### config.mk
export PLATFORM = sky130hd
export DESIGN_NAME = lc4_retire_unit
export DESIGN_NICKNAME = d
export VERILOG_FILES = /design/src/rtl/lc4_retire_unit.sv
export SDC_FILE = /design/constraint.sdc
export NUM_CORES = 1
export LEC_CHECK = 0
export CAP_MARGIN = 15
export CORE_MARGIN = 4
export CORE_UTILIZATION = 57
export CTS_CLUSTER_DIAMETER = 40
export CTS_CLUSTER_SIZE = 20
export DETAILED_ROUTE_END_ITERATION = 8
export DONT_BUFFER_PORTS = 1
export PLACE_DENSITY_LB_ADDON = 0.05
export SLEW_MARGIN = 20
export SYNTH_ARGS = -nofsm -noshare
export SYNTH_HDL_FRONTEND = slang
export SYNTH_HIERARCHICAL = 1
export SYNTH_SLANG_ARGS = --single-unit
### constraint.sdc
create_clock -name i_clk -period 2 [get_ports i_clk]
set_input_delay 0.4 -clock i_clk [delete_from_list [all_inputs] [get_ports i_clk]]
set_output_delay 0.4 -clock i_clk [all_outputs]
set_load 0.05 [all_outputs]
### src/rtl/lc4_retire_unit.sv
// In-order retirement at the ROB head: keeps the retirement RAT, frees superseded
// physical registers, and on a mispredict flushes then replays the RRAT into rename.

module lc4_decoder (
   input  logic [15:0] i_insn,
   output logic [2:0]  o_wsel,
   output logic        o_regfile_we
);
   logic w_unused;

   assign w_unused = ^i_insn[8:0];

   // JSR/JSRR and TRAP link through R7; everything else that writes uses Rd
   always_comb begin
      o_wsel       = i_insn[11:9];
      o_regfile_we = 1'b0;
      case (i_insn[15:12])
         4'h1, 4'h5, 4'h6, 4'h9, 4'hA, 4'hD: o_regfile_we = 1'b1;
         4'h4, 4'hF: begin
            o_regfile_we = 1'b1;
            o_wsel       = 3'd7;
         end
         default: ;
      endcase
   end
endmodule

module lc4_retire_unit #(
   parameter int NUM_AREGS = 8,
   parameter int PREG_W    = 4,
   parameter int CNT_W     = 16
) (
   input  logic              i_clk,
   input  logic              i_rst_n,
   input  logic              i_gwe,
   input  logic              i_cm_ready,
   input  logic [15:0]       i_cm_insn,
   input  logic [15:0]       i_cm_pc,
   input  logic [15:0]       i_cm_pc_pred,
   input  logic [15:0]       i_cm_pc_redirect,
   input  logic [PREG_W-1:0] i_cm_prdsel,
   input  logic [PREG_W-1:0] i_cm_pprdsel,
   output logic              o_rob_deq,
   output logic              o_free_valid,
   output logic [PREG_W-1:0] o_free_preg,
   output logic              o_flush,
   output logic [15:0]       o_redirect_pc,
   output logic              o_fetch_stall,
   output logic              o_restore_valid,
   output logic [2:0]        o_restore_areg,
   output logic [PREG_W-1:0] o_restore_preg,
   output logic [CNT_W-1:0]  o_retire_count
);
   localparam logic [2:0] LAST_IDX = 3'(NUM_AREGS - 1);

   typedef enum logic [1:0] {
      ST_RUN,
      ST_FLUSH,
      ST_RESTORE
   } state_t;

   state_t              r_state;
   state_t              w_state_next;
   logic [PREG_W-1:0]   r_rrat [NUM_AREGS];
   logic [2:0]          r_idx;
   logic [CNT_W-1:0]    r_retire_count;
   logic [15:0]         r_redirect_pc;

   logic [2:0]          w_wsel;
   logic                w_regfile_we;
   logic                w_retire;
   logic                w_mispredict;
   logic                w_free;
   logic                w_unused;

   assign w_unused = ^i_cm_pc;

   lc4_decoder u_dec (
      .i_insn       (i_cm_insn),
      .o_wsel       (w_wsel),
      .o_regfile_we (w_regfile_we)
   );

   assign w_retire     = i_gwe & i_cm_ready & (r_state == ST_RUN);
   assign w_mispredict = w_retire & (i_cm_pc_redirect != i_cm_pc_pred);
   assign w_free       = w_retire & w_regfile_we;

   assign o_free_valid   = w_free;
   assign o_free_preg    = w_free ? i_cm_pprdsel : '0;
   assign o_redirect_pc  = r_redirect_pc;
   assign o_restore_areg = r_idx;
   assign o_restore_preg = r_rrat[r_idx];
   assign o_retire_count = r_retire_count;

   always_ff @(posedge i_clk or negedge i_rst_n) begin
      if (!i_rst_n) begin
         r_state <= ST_RUN;
      end else begin
         r_state <= w_state_next;
      end
   end

   always_comb begin
      w_state_next    = r_state;
      o_rob_deq       = 1'b0;
      o_flush         = 1'b0;
      o_restore_valid = 1'b0;
      o_fetch_stall   = 1'b0;
      case (r_state)
         ST_RUN: begin
            o_rob_deq = w_retire;
            if (w_mispredict) w_state_next = ST_FLUSH;
         end
         ST_FLUSH: begin
            o_flush       = i_gwe;
            o_fetch_stall = 1'b1;
            if (i_gwe) w_state_next = ST_RESTORE;
         end
         ST_RESTORE: begin
            o_restore_valid = i_gwe;
            o_fetch_stall   = 1'b1;
            if (i_gwe && r_idx == LAST_IDX) w_state_next = ST_RUN;
         end
         default: w_state_next = ST_RUN;
      endcase
   end

   always_ff @(posedge i_clk or negedge i_rst_n) begin
      if (!i_rst_n) begin
         r_retire_count <= '0;
         r_redirect_pc  <= '0;
         r_idx          <= '0;
      end else begin
         if (w_retire) r_retire_count <= r_retire_count + 1'b1;
         if (w_mispredict) r_redirect_pc <= i_cm_pc_redirect;
         if (i_gwe && r_state == ST_RESTORE) begin
            r_idx <= (r_idx == LAST_IDX) ? 3'd0 : r_idx + 3'd1;
         end
      end
   end

   // One register per architectural entry so each resets to its own identity mapping
   generate
      for (genvar gi = 0; gi < NUM_AREGS; gi++) begin : g_rrat
         always_ff @(posedge i_clk or negedge i_rst_n) begin
            if (!i_rst_n) begin
               r_rrat[gi] <= PREG_W'(gi);
            end else if (w_free && w_wsel == 3'(gi)) begin
               r_rrat[gi] <= i_cm_prdsel;
            end
         end
      end
   endgenerate
endmodule

== After elaboration in Yosys (flattened, before gate mapping) ==
Cells that the tools add are included.

* Add/sub/neg operators: 2
* Multiplexer cells: 15
* Reductions and logical operators: 16
* Equal/unequal tests: 22
* Bitwise logic cells: 5
* Order comparisons: 1

{| class="wikitable"
|+ Operators by type and width
! kind !! number
|-
| $add A16 B1 Y16 const B || 1
|-
| $eq A4 B4 Y1 const B || 4
|-
| $ne A16 B16 Y1 || 1
|-
| $eq A3 B3 Y1 const B || 5
|-
| $bmux W4 S3 || 1
|-
| $eq A4 B3 Y1 const B || 3
|-
| $mux W4 || 3
|-
| $logic_and A1 B1 Y1 || 10
|-
| $reduce_or A8 Y1 || 1
|-
| $eq A3 B2 Y1 const B || 2
|-
| $mux W2 || 3
|-
| $mux W3 || 2
|-
| $ne A2 B2 Y1 const B || 3
|-
| $pmux W2 S3 || 1
|-
| $mux W1 || 5
|-
| $and A1 B1 Y1 || 4
|-
| $eq A4 B1 Y1 const B || 1
|-
| $ge A4 B4 Y1 const B || 1
|-
| $not A3 Y4 || 1
|-
| $reduce_or A2 Y1 || 2
|-
| $add A3 B1 Y3 const B || 1
|-
| $eq A3 B1 Y1 const B || 1
|-
| $logic_not A3 Y1 || 1
|-
| $reduce_and A3 Y1 || 1
|-
| other kinds (3) || 3
|}

* Input bits: 76
* Bits in registers: 69
* Output and inout port bits: 48

== Logic depth before layout (Yosys ltp) ==
* Word-level depth: 5
* Depth in mapped cells: 8
* Mapped depth without buffers: 7

== Hierarchy ==
The synthesis kept the hierarchy.

{| class="wikitable"
|+ Modules (own cells, without submodules)
! module !! area each (µm²) !! instances !! cells an instance !! seq. area each (µm²)
|-
| lc4_retire_unit || 3,383.2 || 1 || 242 || 1,741.7
|-
| lc4_decoder || 70.1 || 1 || 11 || 0.0
|}

== Worst setup path after synthesis ==
Ideal clock, no wire load.

* Kind: reg2out
* Start: register r_state[1]
* End: output port o_free_preg[0]
* Buffers on the path: 2
* Arrival: 2,126 ps
* Stages on the path, launching flop included: 7
* Data required time: 1,600 ps
* Slack: -526 ps
* Cells stage by stage: dfrtp_1 -> inv_1 -> ha_1 -> and3_1 -> buf_2 -> buf_1 -> and3_1

* Longest elaborated chain between the ends: 4

{| class="wikitable"
|+ Ends and longest elaborated chain
! item !! RTL line !! RTL
|-
| start, declared || 62 || <nowiki>state_t r_state;</nowiki>
|-
| start signal, assigned || 99 || <nowiki>r_state <= w_state_next;</nowiki>
|-
| $logic_not A2 Y1 || 84 || <nowiki>assign w_retire = i_gwe & i_cm_ready & (r_state == ST_RUN);</nowiki>
|-
| $and A1 B1 Y1 || 84 ||
|-
| $and A1 B1 Y1 || 86 || <nowiki>assign w_free = w_retire & w_regfile_we;</nowiki>
|-
| $mux W4 || 89 || <nowiki>assign o_free_preg = w_free ? i_cm_pprdsel : '0;</nowiki>
|-
| end, declared || 45 || <nowiki>output logic [PREG_W-1:0] o_free_preg,</nowiki>
|}

Every way passes these cells.

== Worst setup path in the final report ==
* Start: register r_idx[0] (netlist: o_restore_areg[0])
* End: output port o_restore_preg[1]

* Longest elaborated chain between the ends: 4

{| class="wikitable"
|+ Ends and longest elaborated chain
! item !! RTL line !! RTL
|-
| start, declared || 65 || <nowiki>logic [2:0] r_idx;</nowiki>
|-
| start signal, assigned || 137 || <nowiki>r_idx <= (r_idx == LAST_IDX) ? 3'd0 : r_idx + 3'd1;</nowiki>
|-
| $not A3 Y4 (not written as such) || 92 || <nowiki>assign o_restore_preg = r_rrat[r_idx];</nowiki>
|-
| $bmux W4 S3 || 92 ||
|-
| $mux W4 (not written as such) (2 in series) || 92 ||
|-
| end, declared || 51 || <nowiki>output logic [PREG_W-1:0] o_restore_preg,</nowiki>
|}

Every way passes these cells. The select of a mux whose other input is x is not followed.

==> insert_results.sql <==
INSERT INTO impl_metrics (metric_group, metric, value, unit) VALUES
('synthesis', 'synth-async-reset-ratio', '1.00', ''),
('worst_setup_path', 'setup.reg_to_reg.worst_slack', '80', 'ps'),
('floorplanning', 'floorplan.die.width', '85.8', 'um'),
('routing', 'num_vias', '2159', ''),
('worst_setup_path', 'endpoint_kind', 'output port', ''),
('timing', 'tightestPinTransition', '592', 'ps'),
('power', 'combinationalPowerShare', '0.379', ''),
('power', 'max-vdd-ir-drop', '0.818', 'mV'),
('cts', 'cts_htree_levels', '3', ''),
('floorplanning', 'io-pin-count', '124', ''),
('cts', 'clock_tree_from_tritoncts', 'done', ''),
('hold_path', 'hp-class', 'in2reg', ''),
('routing', 'wl_per_cell', '18.6', 'um'),
('worst_setup_path', 'start_kind', 'register', ''),
('worst_setup_path', 'r2r_start', 'r_state[1]', ''),
('cts', 'clk_transition_reported_paths', '70', 'ps'),
('synthesis', 'synth.cells.most_frequent', '57 x dfrtp_1, 45 x mux2_2, 21 x xor2_1', ''),
('floorplanning', 'dieArea', '7370', 'um^2'),
('run_status', 'run_status', 'finished with violations', ''),
('finish', 'flow.area_growth_from_synthesis', '22.8', '%'),
('synthesis', 'netlist_instances', '253', ''),
('finish', 'fin_cells', '385', ''),
('cts', 'cts.sink_count', '69', ''),
('timing', 'timing.final.setup_violations', '7', ''),
('place', 'dp.cells', '358', ''),
('timing', 'layout_setup_ws', '-180', 'ps'),
('floorplanning', 'start_util', '0.587', ''),
('global_routing', 'vias_in_the_first_global_route', '2429', ''),
('timing', 'worst_slew_margin_rel', '0.606', ''),
('power', 'switching_share', '0.425', ''),
('routing', 'via_count_normalized_by_instance_count', '5.61', ''),
('synthesis', 'synthDominantAreaCellType', 'dfrtp_1', ''),
('global_routing', 'grt_overflow_total', '0', ''),
('power', 'internal-power', '3.58', 'mW'),
('worst_setup_path', 'startpoint', 'o_restore_areg[0]', ''),
('timing', 'fin_crit_sh', '1.09', ''),
('routing', 'dr.first_iter.drc_count', '91', ''),
('floorplanning', 'core.rowCount', '28', ''),
('power', 'power_switching', '2.65', 'mW'),
('place', 'dpl_cell_area', '3890', 'um^2'),
('timing', 'holdWs', '206', 'ps'),
('routing', 'route.detailed.drc', '0', ''),
('global_routing', 'use_met1', '0.264', ''),
('finish', 'finish.net_count', '388', ''),
('worst_setup_path', 'ff2ff_path_depth', '7', ''),
('synthesis', 'ys_ff_latch', '69', ''),
('cts', 'clockBufferDepth', '2', ''),
('global_routing', 'grt_antenna_before_repair', '0', ''),
('timing', 'hold_viol_final', '0', ''),
('routing', 'total_length_of_routed_wires', '7160', 'um'),
('synthesis', 'number_of_enable_flip_flop_cells_after_synthesis', '0', ''),
('cts', 'cell_at_the_root_of_the_clock_tree', 'clkbuf_8', ''),
('synthesis', 'synth_unique_cells', '39', ''),
('worst_setup_path', 'crit-reg2reg-capture', 'o_redirect_pc[10]', ''),
('global_routing', 'wire_length_of_the_first_global_routing_pass', '11600', 'um'),
('flow_run', 'maxCapViolations', '0', ''),
('finish', 'drive_above_1_share', '0.526', ''),
('global_routing', 'grt_busiest_layer', 'met2', ''),
('power', 'clock_power_share', '0.164', ''),
('hold_path', 'hold_start', 'i_cm_pc_redirect[11]', ''),
('timing', 'final-max-slew-violation-count', '0', ''),
('global_routing', 'globalRouteMet2Util', '0.325', ''),
('finish', 'final_core_utilization', '0.720', ''),
('run_status', 'failed_checks', 'setup timing', ''),
('global_routing', 'grtUsageMet3', '0.0740', ''),
('synthesis', 'synth_sequential_area_ratio', '0.504', ''),
('synthesis', 'ys.flop_type', 'dfrtp_1', ''),
('timing', 'totalNegativeSetupSlack', '-777', 'ps'),
('worst_setup_path', 'worst-setup-path-type', 'reg2out', ''),
('worst_setup_path', 'worst-path-max-fanout', '4', ''),
('floorplanning', 'coreArea', '5890', 'um^2');
[metal layers]
metal / part of all wire / vias to the layer above
met2: 0.48 / 74
met3: 0.084 / 6
li1: - / 1010
met5: 0 / -
met1: 0.43 / 1069
met4: 0.0091 / 0
[worst min path at each step]
stage                     slack [ps]  cells past startpoint                end
after floorplan                  100                      0   o_redirect_pc[0]
after global placement           110                      0  o_redirect_pc[12]
after detailed placement         110                      0  o_redirect_pc[12]
after CTS                       -260                      0  o_redirect_pc[12]
after global routing             190                      1  o_redirect_pc[11]
final                            210                      1  o_redirect_pc[11]
[through the flow]
step           setup WS, ps  power (mW)
2_1_floorplan          20.0        4.57
3_3_place_gp          -58.9        4.96
3_5_place_dp          -98.5        5.02
4_1_cts                -187        6.19
5_1_grt                -236        6.54
6_report               -180        6.23
[cells in the final DEF (no fill, tap or decap), types with 5 or more instances in the layout]
master,Yosys,layout
buf_4,0,36
nor2_1,6,6
nand4_1,6,6
dfstp_2,12,12
xnor2_1,10,10
mux2_2,45,41
ha_1,7,6
xor2_1,21,21
clkbuf_8,0,11
mux2_4,10,14
and3_4,0,5
dfrtp_1,57,55
nand2_1,13,12
mux4_2,8,8
buf_12,1,5
[registers in the layout (all words and copies together) (netlist names)]
name	count
o_restore_areg	3
o_redirect_pc	16
r_rrat	32
o_retire_count	16
r_state	2
[final cells by class]
class | count | area [um^2]
multi-input combinational | 172 | 1740
fill | 418 | 1650
clock buffer | 12 | 155
sequential | 69 | 1750
timing repair buffer | 47 | 460
clock inverter | 4 | 22.5
inverter | 6 | 26.3
tap | 75 | 93.8
[power by group through the flow]
| stage | Sequential [mW] | Clock [mW] | Combinational (mW) |
|---|---|---|---|
| 6_report | 2.85 | 1.02 | 2.36 |
| 4_1_cts | 2.85 | 1.05 | 2.30 |
| 3_3_place_gp | 2.90 | 0 | 2.06 |
| 3_5_place_dp | 2.92 | 0 | 2.10 |
| 2_1_floorplan | 3.06 | 0 | 1.52 |
| 5_1_grt | 2.90 | 1.11 | 2.52 |
[kinds of logic (layout without fill, tap and decap cells)]
logic type / Yosys count / in the layout / synth area share
adder cells (fa/ha/maj): 7 / 7 / 0.0254
multiplexers: 63 / 63 / 0.242
flip-flops: 69 / 69 / 0.504
AO/OA/AOI/OAI: 9 / 9 / 0.0181
buffers and inverters: 13 / 69 / 0.0217
XOR/XNOR: 31 / 31 / 0.0786
AND/OR/NAND/NOR: 61 / 62 / 0.109
[critical path: stages (launching register included)]
cell,delay [ps]
dfrtp_4,440
buf_6,140
mux4_2,510
mux2_4,360
[timing repair]
| item | 4_1_cts | 5_1_grt |
|---|---|---|
| setup endpoints to repair | 24 | 18 |
| setup buffers | 6 | 2 |
| cloned | 0 | 1 |
| hold endpoints to repair | 69 | 69 |
| gates resized for setup | 14 | 9 |
| pin swaps | 4 | 2 |
Note: power is estimated with default switching activity, not from simulation.
==> edit (same settings) <==
Register the output `o_redirect_pc` once more, cleared by the reset; this adds one clock of latency there. The other outputs are not delayed to match.
--- a/src/rtl/lc4_retire_unit.sv
+++ b/src/rtl/lc4_retire_unit.sv
@@ -87,7 +87,13 @@
 
    assign o_free_valid   = w_free;
    assign o_free_preg    = w_free ? i_cm_pprdsel : '0;
-   assign o_redirect_pc  = r_redirect_pc;
+   always_ff @(posedge i_clk or negedge i_rst_n) begin
+      if (!i_rst_n) begin
+         o_redirect_pc <= '0;
+      end else begin
+         o_redirect_pc <= r_redirect_pc;
+      end
+   end
    assign o_restore_areg = r_idx;
    assign o_restore_preg = r_rrat[r_idx];
    assign o_retire_count = r_retire_count;
Behaviour: not the same (a bounded check fails within 4 cycles, from zero or initial values and one cycle with i_rst_n low).
==> edit against the original RTL <==
- the run ends with hold timing, setup timing left
- count of clock-buffer cells in the layout shrank 2
- sequential cell count is 16 higher
- synthesized cell count rose by 5.9%
- fmax down 1.5%
- clock skew increased by 5.5 ps
- synthesized area increased by 12%
- worst setup slack got worse by 34 ps
- cell area increased by 9.8%
- power grew 12%
- non-clock buffer count shrank 3
- via count is 4.9% higher
- routed wire length grew 2.3%
- sequential power grew 19%
==> edit: results (changes against the original RTL) <==
Status
  – Status: finished with violations (unchanged)
  – Failing checks: hold timing, setup timing (was setup timing)

Global routing
  – First-pass GRT wire length: 11,800 µm (was 11,600 µm)
  – Overall routing resource usage: 18.1% (was 20.4%)
  – Largest net degree at the start of global routing: 86 (was 70)
  – Met1 GRT Util: 21.5% (was 26.4%)
  – Met2 Use GR: 30.9% (was 32.5%)
  – Routing usage on met3: 7.33% (was 7.40%)

Critical path
  – Crit path DAT: 1810 ps (was 1780 ps)
  – CP max FO: 6 (was 4)
  – Reg2reg start: r_state[0] (was r_state[1])
  – R2R Path End: r_redirect_pc[0] (was o_redirect_pc[10])
  – Reg2Reg Depth: 8 (was 7)
  – Crit path capture: o_restore_preg[1] (unchanged)
  – CP Launch Point: o_restore_areg[0] (unchanged)
  – R2R setup slack: 50 ps (was 80 ps)

Timing
  – Final hold vios: 85 (was 0)
  – Clock Skew: 11.2 ps (was 5.67 ps)
  – Final hold slack: -258 ps (was 206 ps)
  – Final setup vio count: 4 (was 7)
  – Setup ws final: -214 ps (was -180 ps)
  – Slew HR: 60.5% (was 60.6%)

Power
  – Leak: 2.10 nW (was 1.93 nW)
  – Peak VDD IR: 1.05 mV (was 0.818 mV)
  – P_int: 0.00416 W (was 0.00358 W)

Logic synthesis
  – Syn Nets: 351 (was 336)
  – Post-synth ARST share: 100% (unchanged)
  – Synth top area cells: dfrtp_1 47%, mux2_2 13%, dfstp_2 8.1% (was dfrtp_1 41%, mux2_2 15%, dfstp_2 9.1%)
  – Most frequent cells after synthesis: 73 x dfrtp_1, 45 x mux2_2, 21 x xor2_1, 12 x dfstp_2 (was 57 x dfrtp_1, 45 x mux2_2, 21 x xor2_1, 13 x nand2_1, 12 x dfstp_2)
  – Sequential share of the synthesized area: 55.3% (was 50.4%)

Route
  – Pre-antenna DRT Iters: 4 (unchanged)
  – Final Routed Wirelength: 7330 µm (was 7160 µm)
  – Via count: 2,265 (was 2,159)
  – Initial DRC count: 103 (was 91)

CTS
  – H-Tree Depth: 3 (unchanged)
  – Worst skew pair latency: 350 ps (was 330 ps)
  – Clock slew at reported path FFs: 90 ps (was 70 ps)
  – Max Root-Sink Buffers: 2 (unchanged)

Placement
  – Gpl congestion: 0.747 (was 0.753)
  – Post-DP HPWL: 5390 µm (was 5030 µm)
  – Dpl ws: -76.0 ps (was -98.5 ps)

Final layout
  – Layout cell share with drive strength beyond 1: 49.7% (was 52.6%)
  – Max FFs per register: 32 (unchanged)
  – Fill cells: 448 (was 418)
  – Top reg by flops: r_rrat (unchanged)
  – Nets: 400 (was 388)

Min path
  – Worst Hold Class: input pin to async pin (was input pin to flip-flop)
-- edit: worst min-delay path by stage --
stage	startpoint	end	slack (ps)	depth (start not counted)
after floorplan	i_rst_n	o_redirect_pc[0]	100	0
after global placement	i_rst_n	o_retire_count[13]	110	0
after detailed placement	i_rst_n	o_retire_count[13]	110	0
after CTS	i_rst_n	o_redirect_pc[9]	-290	0
after global routing	i_rst_n	r_redirect_pc[10]	-300	0
final	i_rst_n	r_rrat[31]	-260	0
-- edit: per-stage QoR --
| step | cells | power [W] | setup TNS [ps] | hold WS [ps] | instance area, µm² |
|---|---|---|---|---|---|
| global route | 399 | 0.00732 | -1330 | -296 | 4650 |
| detailed placement | 375 | 0.00560 | -597 | 106 | 4280 |
| global placement | 375 | 0.00551 | -240 | 106 | 4280 |
| CTS | 396 | 0.00701 | -863 | -287 | 4590 |
| finish | 399 | 0.00699 | -754 | -258 | 4650 |
| floorplan | 268 | 0.00510 | 0 | 104 | 3910 |
-- edit: cell families after synthesis --
family	after synthesis	share of synthesized area, %
DFF	85	55.3
muxes	63	21.6
and+or+nand+nor	60	10.2
xor gates and xnor gates	31	7.01
buffers and inverters	13	1.94
AOI/OAI and AO/OA	9	1.62
adders and majority gates	7	2.26
-- edit: worst max-delay path: stages (launching register included) --
cell	delay [ps]
dfrtp_4	500
buf_12	150
mux4_2	460
mux2_4	370
-- edit: layout make-up --
type	count	area [µm²]	area share [%]
Clock inverter	6	75.1	1.61
Sequential cell	85	2150	46.1
Tap cell	77	96.3	2.07
Timing Repair Buffer	44	429	9.22
Multi-Input combinational cell	170	1750	37.5
Clock buffer	10	128	2.74
Inverter	7	32.5	0.699
-- edit: repair_timing --
item                                   4_1_cts  5_1_grt
pin swaps                                    1        6
setup buffers                                6        3
resized for setup                           17       11
setup endpoints to repair                   15       16
cloned                                       0        0
endpoints found under the hold margin       85       85
-- edit: layer usage --
metal,wire [µm],vias to the layer above
met2,3780,65
met1,2940,1131
met3,510,8
met4,93,0
li1,-,1061
met5,0,-
-- edit: power groups by stage --
| stage | sequential (W) | combinational [W] | clock [W] |
|---|---|---|---|
| after global routing | 0.00348 | 0.00250 | 0.00134 |
| after global placement | 0.00344 | 0.00207 | 0 |
| after floorplan | 0.00358 | 0.00151 | 0 |
| after detailed placement | 0.00348 | 0.00213 | 0 |
| after CTS | 0.00341 | 0.00233 | 0.00127 |
| final | 0.00340 | 0.00236 | 0.00123 |
